<file path="config.mk">
export PLATFORM = sky130hd
export DESIGN_NAME = sync_fifo_thresh_flat
export DESIGN_NICKNAME = d
export VERILOG_FILES = /design/src/rtl/sync_fifo_thresh_if.sv /design/src/rtl/sync_fifo_thresh.sv /design/src/flat_wrapper.sv
export SDC_FILE = /design/constraint.sdc
export NUM_CORES = 1
export LEC_CHECK = 0
export CORE_ASPECT_RATIO = 0.6
export CORE_MARGIN = 4
export CORE_UTILIZATION = 35
export DETAILED_ROUTE_END_ITERATION = 6
export GPL_TIMING_DRIVEN = 0
export SETUP_SLACK_MARGIN = 0.02
export SYNTH_ARGS = -nofsm -noshare
export SYNTH_HDL_FRONTEND = slang
export SYNTH_SLANG_ARGS = --single-unit
</file>
<file path="constraint.sdc">
create_clock -name clk -period 2.6 [get_ports clk]
set_clock_uncertainty 0.15 [all_clocks]
set_input_delay 0.39 -clock clk [delete_from_list [all_inputs] [get_ports clk]]
set_output_delay 0.39 -clock clk [all_outputs]
set_load 0.01 [all_outputs]
</file>
<file path="src/rtl/sync_fifo_thresh_if.sv">
// ============================================================================
// Module   : sync_fifo_thresh_if
// Brief    : Request/status bundle between a FIFO user and sync_fifo_thresh.
// Revision : 1.0
// ============================================================================
`default_nettype none

interface sync_fifo_thresh_if #(
  parameter int DATA_WIDTH = 8,
  parameter int ADDR_WIDTH = 4
);
  logic                  clr;
  logic                  w_inc;
  logic [DATA_WIDTH-1:0] w_data;
  logic                  rd_inc;
  logic [DATA_WIDTH-1:0] rd_data;
  logic                  full_flag;
  logic                  empty_flag;
  logic                  almost_full;
  logic                  almost_empty;
  logic [ADDR_WIDTH:0]   fill_level;
  logic                  overflow;
  logic                  underflow;

  modport master (
    output clr, w_inc, w_data, rd_inc,
    input  rd_data, full_flag, empty_flag, almost_full, almost_empty,
           fill_level, overflow, underflow
  );

  modport slave (
    input  clr, w_inc, w_data, rd_inc,
    output rd_data, full_flag, empty_flag, almost_full, almost_empty,
           fill_level, overflow, underflow
  );
endinterface

`default_nettype wire

</file>
<file path="src/rtl/sync_fifo_thresh.sv">
// ============================================================================
// Module   : sync_fifo_thresh
// Brief    : Single-clock FIFO with level, AF/AE thresholds, sticky errors, flush.
// Revision : 1.0
// ============================================================================
`default_nettype none

module sync_fifo_thresh #(
  parameter int DATA_WIDTH = 8,
  parameter int ADDR_WIDTH = 4,
  parameter int AF_TH      = 12,
  parameter int AE_TH      = 4
) (
  input  logic                 clk,
  input  logic                 rst_n,
  sync_fifo_thresh_if.slave    fifo
);

  localparam int                  c_DEPTH   = 2 ** ADDR_WIDTH;
  localparam logic [ADDR_WIDTH:0] c_ONE     = (ADDR_WIDTH + 1)'(1);
  localparam logic [ADDR_WIDTH:0] c_DEPTH_L = (ADDR_WIDTH + 1)'(c_DEPTH);
  localparam logic [ADDR_WIDTH:0] c_AF_TH   = (ADDR_WIDTH + 1)'(AF_TH);
  localparam logic [ADDR_WIDTH:0] c_AE_TH   = (ADDR_WIDTH + 1)'(AE_TH);

  logic [DATA_WIDTH-1:0] r_mem [c_DEPTH];
  logic [ADDR_WIDTH:0]   r_wr_ptr;
  logic [ADDR_WIDTH:0]   r_rd_ptr;
  logic [ADDR_WIDTH:0]   r_level;
  logic [DATA_WIDTH-1:0] r_rd_data;
  logic                  r_full;
  logic                  r_empty;
  logic                  r_almost_full;
  logic                  r_almost_empty;
  logic                  r_overflow;
  logic                  r_underflow;

  logic                  w_wr_acc;
  logic                  w_rd_acc;
  logic [ADDR_WIDTH:0]   w_level_next;

  // Acceptance is judged on the registered flags only; no write-through path.
  assign w_wr_acc = fifo.w_inc  && !r_full  && !fifo.clr;
  assign w_rd_acc = fifo.rd_inc && !r_empty && !fifo.clr;

  always_comb begin
    w_level_next = r_level;
    if (w_wr_acc && !w_rd_acc) begin
      w_level_next = r_level + c_ONE;
    end else if (w_rd_acc && !w_wr_acc) begin
      w_level_next = r_level - c_ONE;
    end
  end

  // Storage is intentionally unreset; it is never readable before a write.
  always_ff @(posedge clk) begin
    if (w_wr_acc) begin
      r_mem[r_wr_ptr[ADDR_WIDTH-1:0]] <= fifo.w_data;
    end
  end

  always_ff @(posedge clk or negedge rst_n) begin
    if (!rst_n) begin
      r_wr_ptr       <= '0;
      r_rd_ptr       <= '0;
      r_level        <= '0;
      r_rd_data      <= '0;
      r_full         <= 1'b0;
      r_empty        <= 1'b1;
      r_almost_full  <= 1'b0;
      r_almost_empty <= 1'b1;
      r_overflow     <= 1'b0;
      r_underflow    <= 1'b0;
    end else if (fifo.clr) begin
      // Flush keeps rd_data and the array; only bookkeeping is cleared.
      r_wr_ptr       <= '0;
      r_rd_ptr       <= '0;
      r_level        <= '0;
      r_full         <= 1'b0;
      r_empty        <= 1'b1;
      r_almost_full  <= 1'b0;
      r_almost_empty <= 1'b1;
      r_overflow     <= 1'b0;
      r_underflow    <= 1'b0;
    end else begin
      if (w_wr_acc) begin
        r_wr_ptr <= r_wr_ptr + c_ONE;
      end
      if (w_rd_acc) begin
        r_rd_ptr  <= r_rd_ptr + c_ONE;
        r_rd_data <= r_mem[r_rd_ptr[ADDR_WIDTH-1:0]];
      end
      r_level        <= w_level_next;
      r_full         <= (w_level_next == c_DEPTH_L);
      r_empty        <= (w_level_next == '0);
      r_almost_full  <= (w_level_next >= c_AF_TH);
      r_almost_empty <= (w_level_next <= c_AE_TH);
      if (fifo.w_inc && r_full) begin
        r_overflow <= 1'b1;
      end
      if (fifo.rd_inc && r_empty) begin
        r_underflow <= 1'b1;
      end
    end
  end

  assign fifo.rd_data      = r_rd_data;
  assign fifo.fill_level   = r_level;
  assign fifo.full_flag    = r_full;
  assign fifo.empty_flag   = r_empty;
  assign fifo.almost_full  = r_almost_full;
  assign fifo.almost_empty = r_almost_empty;
  assign fifo.overflow     = r_overflow;
  assign fifo.underflow    = r_underflow;

endmodule

`default_nettype wire
</file>
<file path="src/flat_wrapper.sv">
// flat-port wrapper written by rule: the top's interface ports become plain ports
module sync_fifo_thresh_flat 
#(
  parameter int DATA_WIDTH = 8,
  parameter int ADDR_WIDTH = 4,
  parameter int AF_TH      = 12,
  parameter int AE_TH      = 4
)
  (clk, rst_n, fifo_clr, fifo_w_inc, fifo_w_data, fifo_rd_inc, fifo_rd_data, fifo_full_flag, fifo_empty_flag, fifo_almost_full, fifo_almost_empty, fifo_fill_level, fifo_overflow, fifo_underflow);
  sync_fifo_thresh_if #(.DATA_WIDTH(DATA_WIDTH), .ADDR_WIDTH(ADDR_WIDTH)) fifo_i ();
  input  logic clk;
  input  logic rst_n;
  input wire logic [$bits(fifo_i.clr)-1:0] fifo_clr;
  input wire logic [$bits(fifo_i.w_inc)-1:0] fifo_w_inc;
  input wire logic [$bits(fifo_i.w_data)-1:0] fifo_w_data;
  input wire logic [$bits(fifo_i.rd_inc)-1:0] fifo_rd_inc;
  output wire logic [$bits(fifo_i.rd_data)-1:0] fifo_rd_data;
  output wire logic [$bits(fifo_i.full_flag)-1:0] fifo_full_flag;
  output wire logic [$bits(fifo_i.empty_flag)-1:0] fifo_empty_flag;
  output wire logic [$bits(fifo_i.almost_full)-1:0] fifo_almost_full;
  output wire logic [$bits(fifo_i.almost_empty)-1:0] fifo_almost_empty;
  output wire logic [$bits(fifo_i.fill_level)-1:0] fifo_fill_level;
  output wire logic [$bits(fifo_i.overflow)-1:0] fifo_overflow;
  output wire logic [$bits(fifo_i.underflow)-1:0] fifo_underflow;
  assign fifo_i.clr = fifo_clr;
  assign fifo_i.w_inc = fifo_w_inc;
  assign fifo_i.w_data = fifo_w_data;
  assign fifo_i.rd_inc = fifo_rd_inc;
  assign fifo_rd_data = fifo_i.rd_data;
  assign fifo_full_flag = fifo_i.full_flag;
  assign fifo_empty_flag = fifo_i.empty_flag;
  assign fifo_almost_full = fifo_i.almost_full;
  assign fifo_almost_empty = fifo_i.almost_empty;
  assign fifo_fill_level = fifo_i.fill_level;
  assign fifo_overflow = fifo_i.overflow;
  assign fifo_underflow = fifo_i.underflow;
  sync_fifo_thresh #(.DATA_WIDTH(DATA_WIDTH), .ADDR_WIDTH(ADDR_WIDTH), .AF_TH(AF_TH), .AE_TH(AE_TH)) u_core (.clk(clk), .rst_n(rst_n), .fifo(fifo_i));
endmodule
</file>
# Word-level counts from Yosys, hierarchy flattened
# Memory sizes are Yosys's and may differ from the RTL's. A register that Yosys moved wholly into a read port is not among the register bits.
# Index checks and enable logic that the tools add are counted.
[op_classes]
n_addsub = 4
order_cmp = 2
n_eq_ne = 1
n_reduce_logical = 20
bitwise = 1
mux = 17
[op_table]
columns = ["op", "n"]
rows = [
  ["two-way mux 5 bit", 7],
  ["adder 5 x 1 -> 5 bit, second input constant", 3],
  ["two-way mux 1 bit", 10],
  ["logical AND 1 bit", 8],
  ["nonzero test 2 bit", 4],
  ["zero test 1 bit", 6],
  ["== test 5 bit, second input constant", 1],
  ["greater-or-equal comparator 5 x 4 -> 1 bit, second input constant", 1],
  ["less-or-equal comparator 5 x 3 -> 1 bit, second input constant", 1],
  ["zero test 5 bit", 1],
  ["subtractor 5 x 1 -> 5 bit, second input constant", 1],
  ["AND reduction 2 bit", 1],
  ["NOT 1 bit", 1],
]
[totals]
register_bits = 21
mem_bits_rw = 128
memories = 1
elab_cells = 55
input_bits = 13
output_inout_bits = 19
[mem_list]
columns = ["name", "words", "width", "read_ports", "rd_ports_with_merged_regs", "write_ports", "line", "source"]
rows = [
  ["u_core.r_mem", 16, 8, 1, 1, 1, "sync_fifo_thresh.sv:25", "logic [DATA_WIDTH-1:0] r_mem [c_DEPTH];"],
]

# Logic depth before layout (Yosys ltp)
# Gate-level depths: netlist (run 1).
[depth]
word_depth = 9
depth_mapped = 7
mapped_depth_nobuf = 7

# Worst setup path after synthesis (run 1)
# Ideal clock, no wire load.
[synth_path]
path_type = "register -> register"
from = "reg u_core.r_wr_ptr[0]"
to = "mem u_core.r_mem[10][0], enable pin"
slack_ps = 599
required_ps = 2080
setup_time_ps = 370
period_less_slack_ps = 2001
arrival_time_ps = 1481
stages_incl_launch_ff = 5
cell_sequence = "dfrtp_1 -> inv_1 -> ha_1 -> or3b_2 -> nor2_1"
[synth_rtl]
columns = ["element", "line", "source"]
rows = [
  ["start: declaration", "sync_fifo_thresh.sv:26", "logic [ADDR_WIDTH:0] r_wr_ptr;"],
  ["start signal: assignment", "sync_fifo_thresh.sv:86", "r_wr_ptr <= r_wr_ptr + c_ONE;"],
  ["end: declaration", "sync_fifo_thresh.sv:25", ""],
]
# No word-level cell before the write port.

# Final worst setup path (run 1)
[layout_path]
from = "in fifo_clr"
to = "mem u_core.r_mem[1][3], enable pin"
[layout_via]
elab_chain_cells = 4
[layout_rtl]
columns = ["element", "line", "source"]
rows = [
  ["start: declaration", "flat_wrapper.sv:13", "input wire logic [$bits(fifo_i.clr)-1:0] fifo_clr;"],
  ["zero test 1 bit", "sync_fifo_thresh.sv:42", "assign w_wr_acc = fifo.w_inc && !r_full && !fifo.clr;"],
  ["logical AND 1 bit", "sync_fifo_thresh.sv:42", ""],
  ["two-way mux 1 bit", "sync_fifo_thresh.sv:56", "if (w_wr_acc) begin"],
  ["two-way mux 1 bit (implied by the code)", "sync_fifo_thresh.sv:57", "r_mem[r_wr_ptr[ADDR_WIDTH-1:0]] <= fifo.w_data;"],
]
# Every way passes these cells.

==> tab_implementation.tex, run 1 <==
\begin{tabular}{lr}
\hline
Metric & Value \\
\hline
\multicolumn{2}{l}{\textbf{Critical path}} \\
Cells along the critical path & clkdlybuf4s50\_1, clkbuf\_1, or3b\_2, nor2\_1 \\
Startpoint type of the worst setup path & input port \\
Crit path max fanout & 10 \\
Critical path buffers and inverters & 2 \\
Crit-path max cell delay & 0.66 ns \\
Data arrival at the endpoint of the critical path & 2.41 ns \\
Category of the critical setup timing path & input port to flop \\
Crit. End Element & flop \\
Worst path top cell family by delay & simple AND/OR/NAND/NOR gates \\
Critical path's slowest cell & sky130\_fd\_sc\_hd\_\_nor2\_1 \\
Data required time of the worst path & 2.49 ns \\
\multicolumn{2}{l}{\textbf{Pwr}} \\
Total chip power & 6.44 mW \\
Total power density per cell area & 840 mW/mm2 \\
Peak ir drop on the vdd network & 0.422 mV \\
Leakage power summed over all cells & 2.55 nW \\
\multicolumn{2}{l}{\textbf{Synth}} \\
List of most frequent post-synthesis cells & sky130\_fd\_sc\_hd\_\_edfxtp\_1 (128), sky130\_fd\_sc\_hd\_\_nor2\_1 (30), sky130\_fd\_sc\_hd\_\_dfrtp\_1 (25) \\
Net count after synthesis & 407 \\
Synth area leader & sky130\_fd\_sc\_hd\_\_edfxtp\_1 \\
Number of unique standard cell types used by synthesis & 48 \\
Simple-Gate Fraction of Synth Area & 7.44\% \\
Most frequently used cell type in the post-synthesis netlist & sky130\_fd\_sc\_hd\_\_edfxtp\_1 \\
Async set or reset register ratio after synthesis & 17.4\% \\
Complex-gate fraction of the synthesized area & 4.62\% \\
Leading cell types by total area after synthesis & sky130\_fd\_sc\_hd\_\_edfxtp\_1 (60\%), sky130\_fd\_sc\_hd\_\_dfrtp\_1 (9.7\%), sky130\_fd\_sc\_hd\_\_mux4\_2 (7.0\%) \\
Portion of synthesized cell area occupied by the leading cell type & 59.6\% \\
Fraction of the mapped netlist area in adder cells & 1.36\% \\
Avg Inst Size Synth & 16.7 um2 \\
Most used DFF post-synth & sky130\_fd\_sc\_hd\_\_edfxtp\_1 \\
Post-synthesis instance total & 387 \\
Post-synthesis xor/xnor area fraction & 1.34\% \\
Post-synth design cell area & 0.00644 mm2 \\
Sequential element share of the synthesized area & 70.2\% \\
Count of warnings emitted by yosys & 0 \\
Number of enable flip-flop cells after synthesis & 128 \\
Register bit total from synthesis & 155 \\
Main combinational cell family by area after synthesis & multiplexers \\
Portion of netlist area occupied by mux cells & 12.9\% \\
\multicolumn{2}{l}{\textbf{GRT}} \\
Via count of the first global-routing pass & 3500 \\
Global-route usage over all layers & 15.1\% \\
Number of antenna violations at the first check in global routing & 0 \\
First-pass GRT wire length & 22500 um \\
Largest net degree at the start of global routing & 28 \\
Congestion Overflow GR & 0 \\
\multicolumn{2}{l}{\textbf{Clock network}} \\
Clk sinks & 155 \\
Root buf cell & sky130\_fd\_sc\_hd\_\_clkbuf\_16 \\
Post CTS Setup Buffer Count & 0 \\
Buffers from clock root to sink, at most & 2 \\
Clock tree from TritonCTS & done \\
Register clock-pin slew on the reported worst setup and hold paths & 0.07 ns \\
Total clock buffers created by CTS & 17 \\
H-tree lvl count & 4 \\
Clock insertion delay at the later pin of the skew report & 0.42 ns \\
\multicolumn{2}{l}{\textbf{Timing}} \\
Setup repair after global routing missed its margin & true \\
Worst Max-Slew Pin Slew & 0.850 ns \\
Final-layout worst hold slack & 0.368 ns \\
Count of final setup violators & 0 \\
Worst Slack Setup Final & 0.0845 ns \\
Final critical-path required period & 2.52 ns \\
Fin. max-slew vios & 0 \\
Relative slew slack & 43.1\% \\
Accumulated negative setup slack & 0 ns \\
Number of endpoints with negative hold slack in the final report & 0 \\
Max Clock Freq & 398 MHz \\
Period utilization & 96.8\% \\
\multicolumn{2}{l}{\textbf{Hold path}} \\
Min-Delay Path Class & flop to flop \\
\multicolumn{2}{l}{\textbf{Route}} \\
WL per Instance & 22.2 um \\
Total via count after detailed routing & 3588 \\
Number of design-rule violations left by the first detailed-router iteration & 449 \\
Average via count per standard cell & 5.19 \\
Post-detailed-route count of antenna-violating nets & 0 \\
Routed WL & 15300 um \\
DRC viols & 0 \\
Detailed-routing iteration count for the pre-antenna-repair pass & 5 \\
\multicolumn{2}{l}{\textbf{Die}} \\
Die height & 113 um \\
Effective utilization at floorplan & 35.7\% \\
Width of the chip & 183 um \\
Core box area & 0.0181 mm2 \\
Placement Rows & 38 \\
Area of the die & 0.0207 mm2 \\
Total I/O pin count & 32 \\
\multicolumn{2}{l}{\textbf{Finish}} \\
Area of the multi-input gates & 0.00179 mm2 \\
Fraction of layout cells with a size suffix above 1 & 20.4\% \\
Nets & 458 \\
Number of filler cells placed in the layout & 1598 \\
Footprint of the flip-flops and latches & 0.00452 mm2 \\
Relative area change from synthesis to final layout & 18.9\% \\
Antenna fix cells & 0 \\
\multicolumn{2}{l}{\textbf{Placement}} \\
Post-detailed-placement half-perimeter wirelength & 10600 um \\
Setup Slack @ Placement & -0.419 ns \\
I/O Buffers & 31 \\
Final GP Congestion & 0.857 \\
\multicolumn{2}{l}{\textbf{Outcome}} \\
Status & complete, no violations \\
\multicolumn{2}{l}{\textbf{Flow run}} \\
Number of maximum-capacitance violations & 0 \\
\hline
\end{tabular}
==> stage by stage <==
stage / utilization (%) / instance area (um2) / instances
final: 42.4 / 7660 / 691
after global routing: 42.4 / 7660 / 691
after CTS: 42.3 / 7650 / 690
after detailed placement: 39.1 / 7060 / 658
after global placement: 39.1 / 7060 / 658
after floorplan: - / 6440 / 387
==> path summary, 6_finish.rpt <==
kind | start | to | slack (ns) | cells after the start
worst max-delay path | fifo_clr | u_core.r_mem[1][3] | 0.08 | 4
worst min-delay path | u_core.fifo.overflow | u_core.fifo.overflow | 0.37 | 2
worst max register to register | u_core.r_wr_ptr[1] | u_core.r_mem[1][3] | 0.20 | 4
worst min register to register | u_core.fifo.overflow | u_core.fifo.overflow | 0.37 | 2
max in group asynchronous | rst_n | u_core.fifo.rd_data[3] | 1.44 | 2
min in group asynchronous | rst_n | u_core.fifo.full_flag | 0.40 | 2
==> state kept, by name (all words and copies together), names as in the netlist <==
register / count
u_core.r_rd_ptr: 4
u_core.fifo.overflow: 1
u_core.fifo.empty_flag: 1
u_core.fifo.rd_data: 8
u_core.fifo.almost_full: 1
u_core.r_mem: 128
u_core.fifo.almost_empty: 1
u_core.fifo.fill_level: 5
u_core.fifo.underflow: 1
u_core.fifo.full_flag: 1
u_core.r_wr_ptr: 4
==> placed cells by master, fill, tap and decap left out, types with 7 or more instances in the layout <==
cell | synthesis | final
sky130_fd_sc_hd__edfxtp_1 | 128 | 128
sky130_fd_sc_hd__clkdlybuf4s50_1 | 0 | 30
sky130_fd_sc_hd__nor2_1 | 30 | 25
sky130_fd_sc_hd__dfrtp_1 | 25 | 25
sky130_fd_sc_hd__mux2i_1 | 22 | 22
sky130_fd_sc_hd__mux4_2 | 20 | 20
sky130_fd_sc_hd__clkbuf_16 | 0 | 17
sky130_fd_sc_hd__nand2_1 | 16 | 16
sky130_fd_sc_hd__a21oi_1 | 12 | 12
sky130_fd_sc_hd__mux2_2 | 12 | 12
sky130_fd_sc_hd__and3_1 | 10 | 10
sky130_fd_sc_hd__nor3_1 | 9 | 9
sky130_fd_sc_hd__o21ai_0 | 7 | 7
sky130_fd_sc_hd__ha_1 | 7 | 7
==> where the power goes <==
part | switching [mW] | internal (mW)
clock | 1.05 | 1.44
combinational | 0.500 | 0.504
sequential | 0.132 | 2.81
==> logic make-up after synthesis <==
group / count (synthesis)
and+or+nand+nor: 91
AOI/OAI and AO/OA: 46
buffers and inverters: 24
muxes: 55
DFF: 155
xor gates and xnor gates: 9
adders and majority gates: 7
==> cell type report <==
class                           count  share of cell area (%)
Inverter                            6                   0.294
Tap cell                          240                    3.92
Multi-Input combinational cell    208                    23.4
Clock buffer                       18                    5.60
Sequential cell                   155                    59.0
Clock inverter                     14                    2.12
Buffer                             18                    1.58
Timing Repair Buffer               32                    4.11
==> what timing repair did <==
| item | in CTS | in global routing |
|---|---|---|
| hold buffers | 0 | 1 |
| setup endpoints to repair | 0 | 40 |
| hold endpoints to repair | 0 | 25 |
| gates resized for setup | 0 | 5 |
==> worst register-to-register path, stage by stage, from the launching register on <==
cell	delay (ns)
sky130_fd_sc_hd__dfrtp_1	0.43
sky130_fd_sc_hd__inv_1	0.11
sky130_fd_sc_hd__ha_1	0.19
sky130_fd_sc_hd__or3b_2	0.49
sky130_fd_sc_hd__nor2_1	0.66
==> per-layer routing <==
metal	wire [um]	track usage, %
met1	7830	24.1
met2	6190	19.4
met3	1150	5.20
met4	131	3.82
met5	0	0
(Power assumes the default switching activity.)
==> run 2: changes to the inputs <==
--- a/config.mk
+++ b/config.mk
@@ -11,6 +11,7 @@
 export DETAILED_ROUTE_END_ITERATION = 6
 export GPL_TIMING_DRIVEN = 0
 export SETUP_SLACK_MARGIN = 0.02
+export SKIP_LAST_GASP = 1
 export SYNTH_ARGS = -nofsm -noshare
 export SYNTH_HDL_FRONTEND = slang
 export SYNTH_SLANG_ARGS = --single-unit
==> results of run 2 <==
Same layout as run 1: the final DEF is identical, and so are final timing and power.
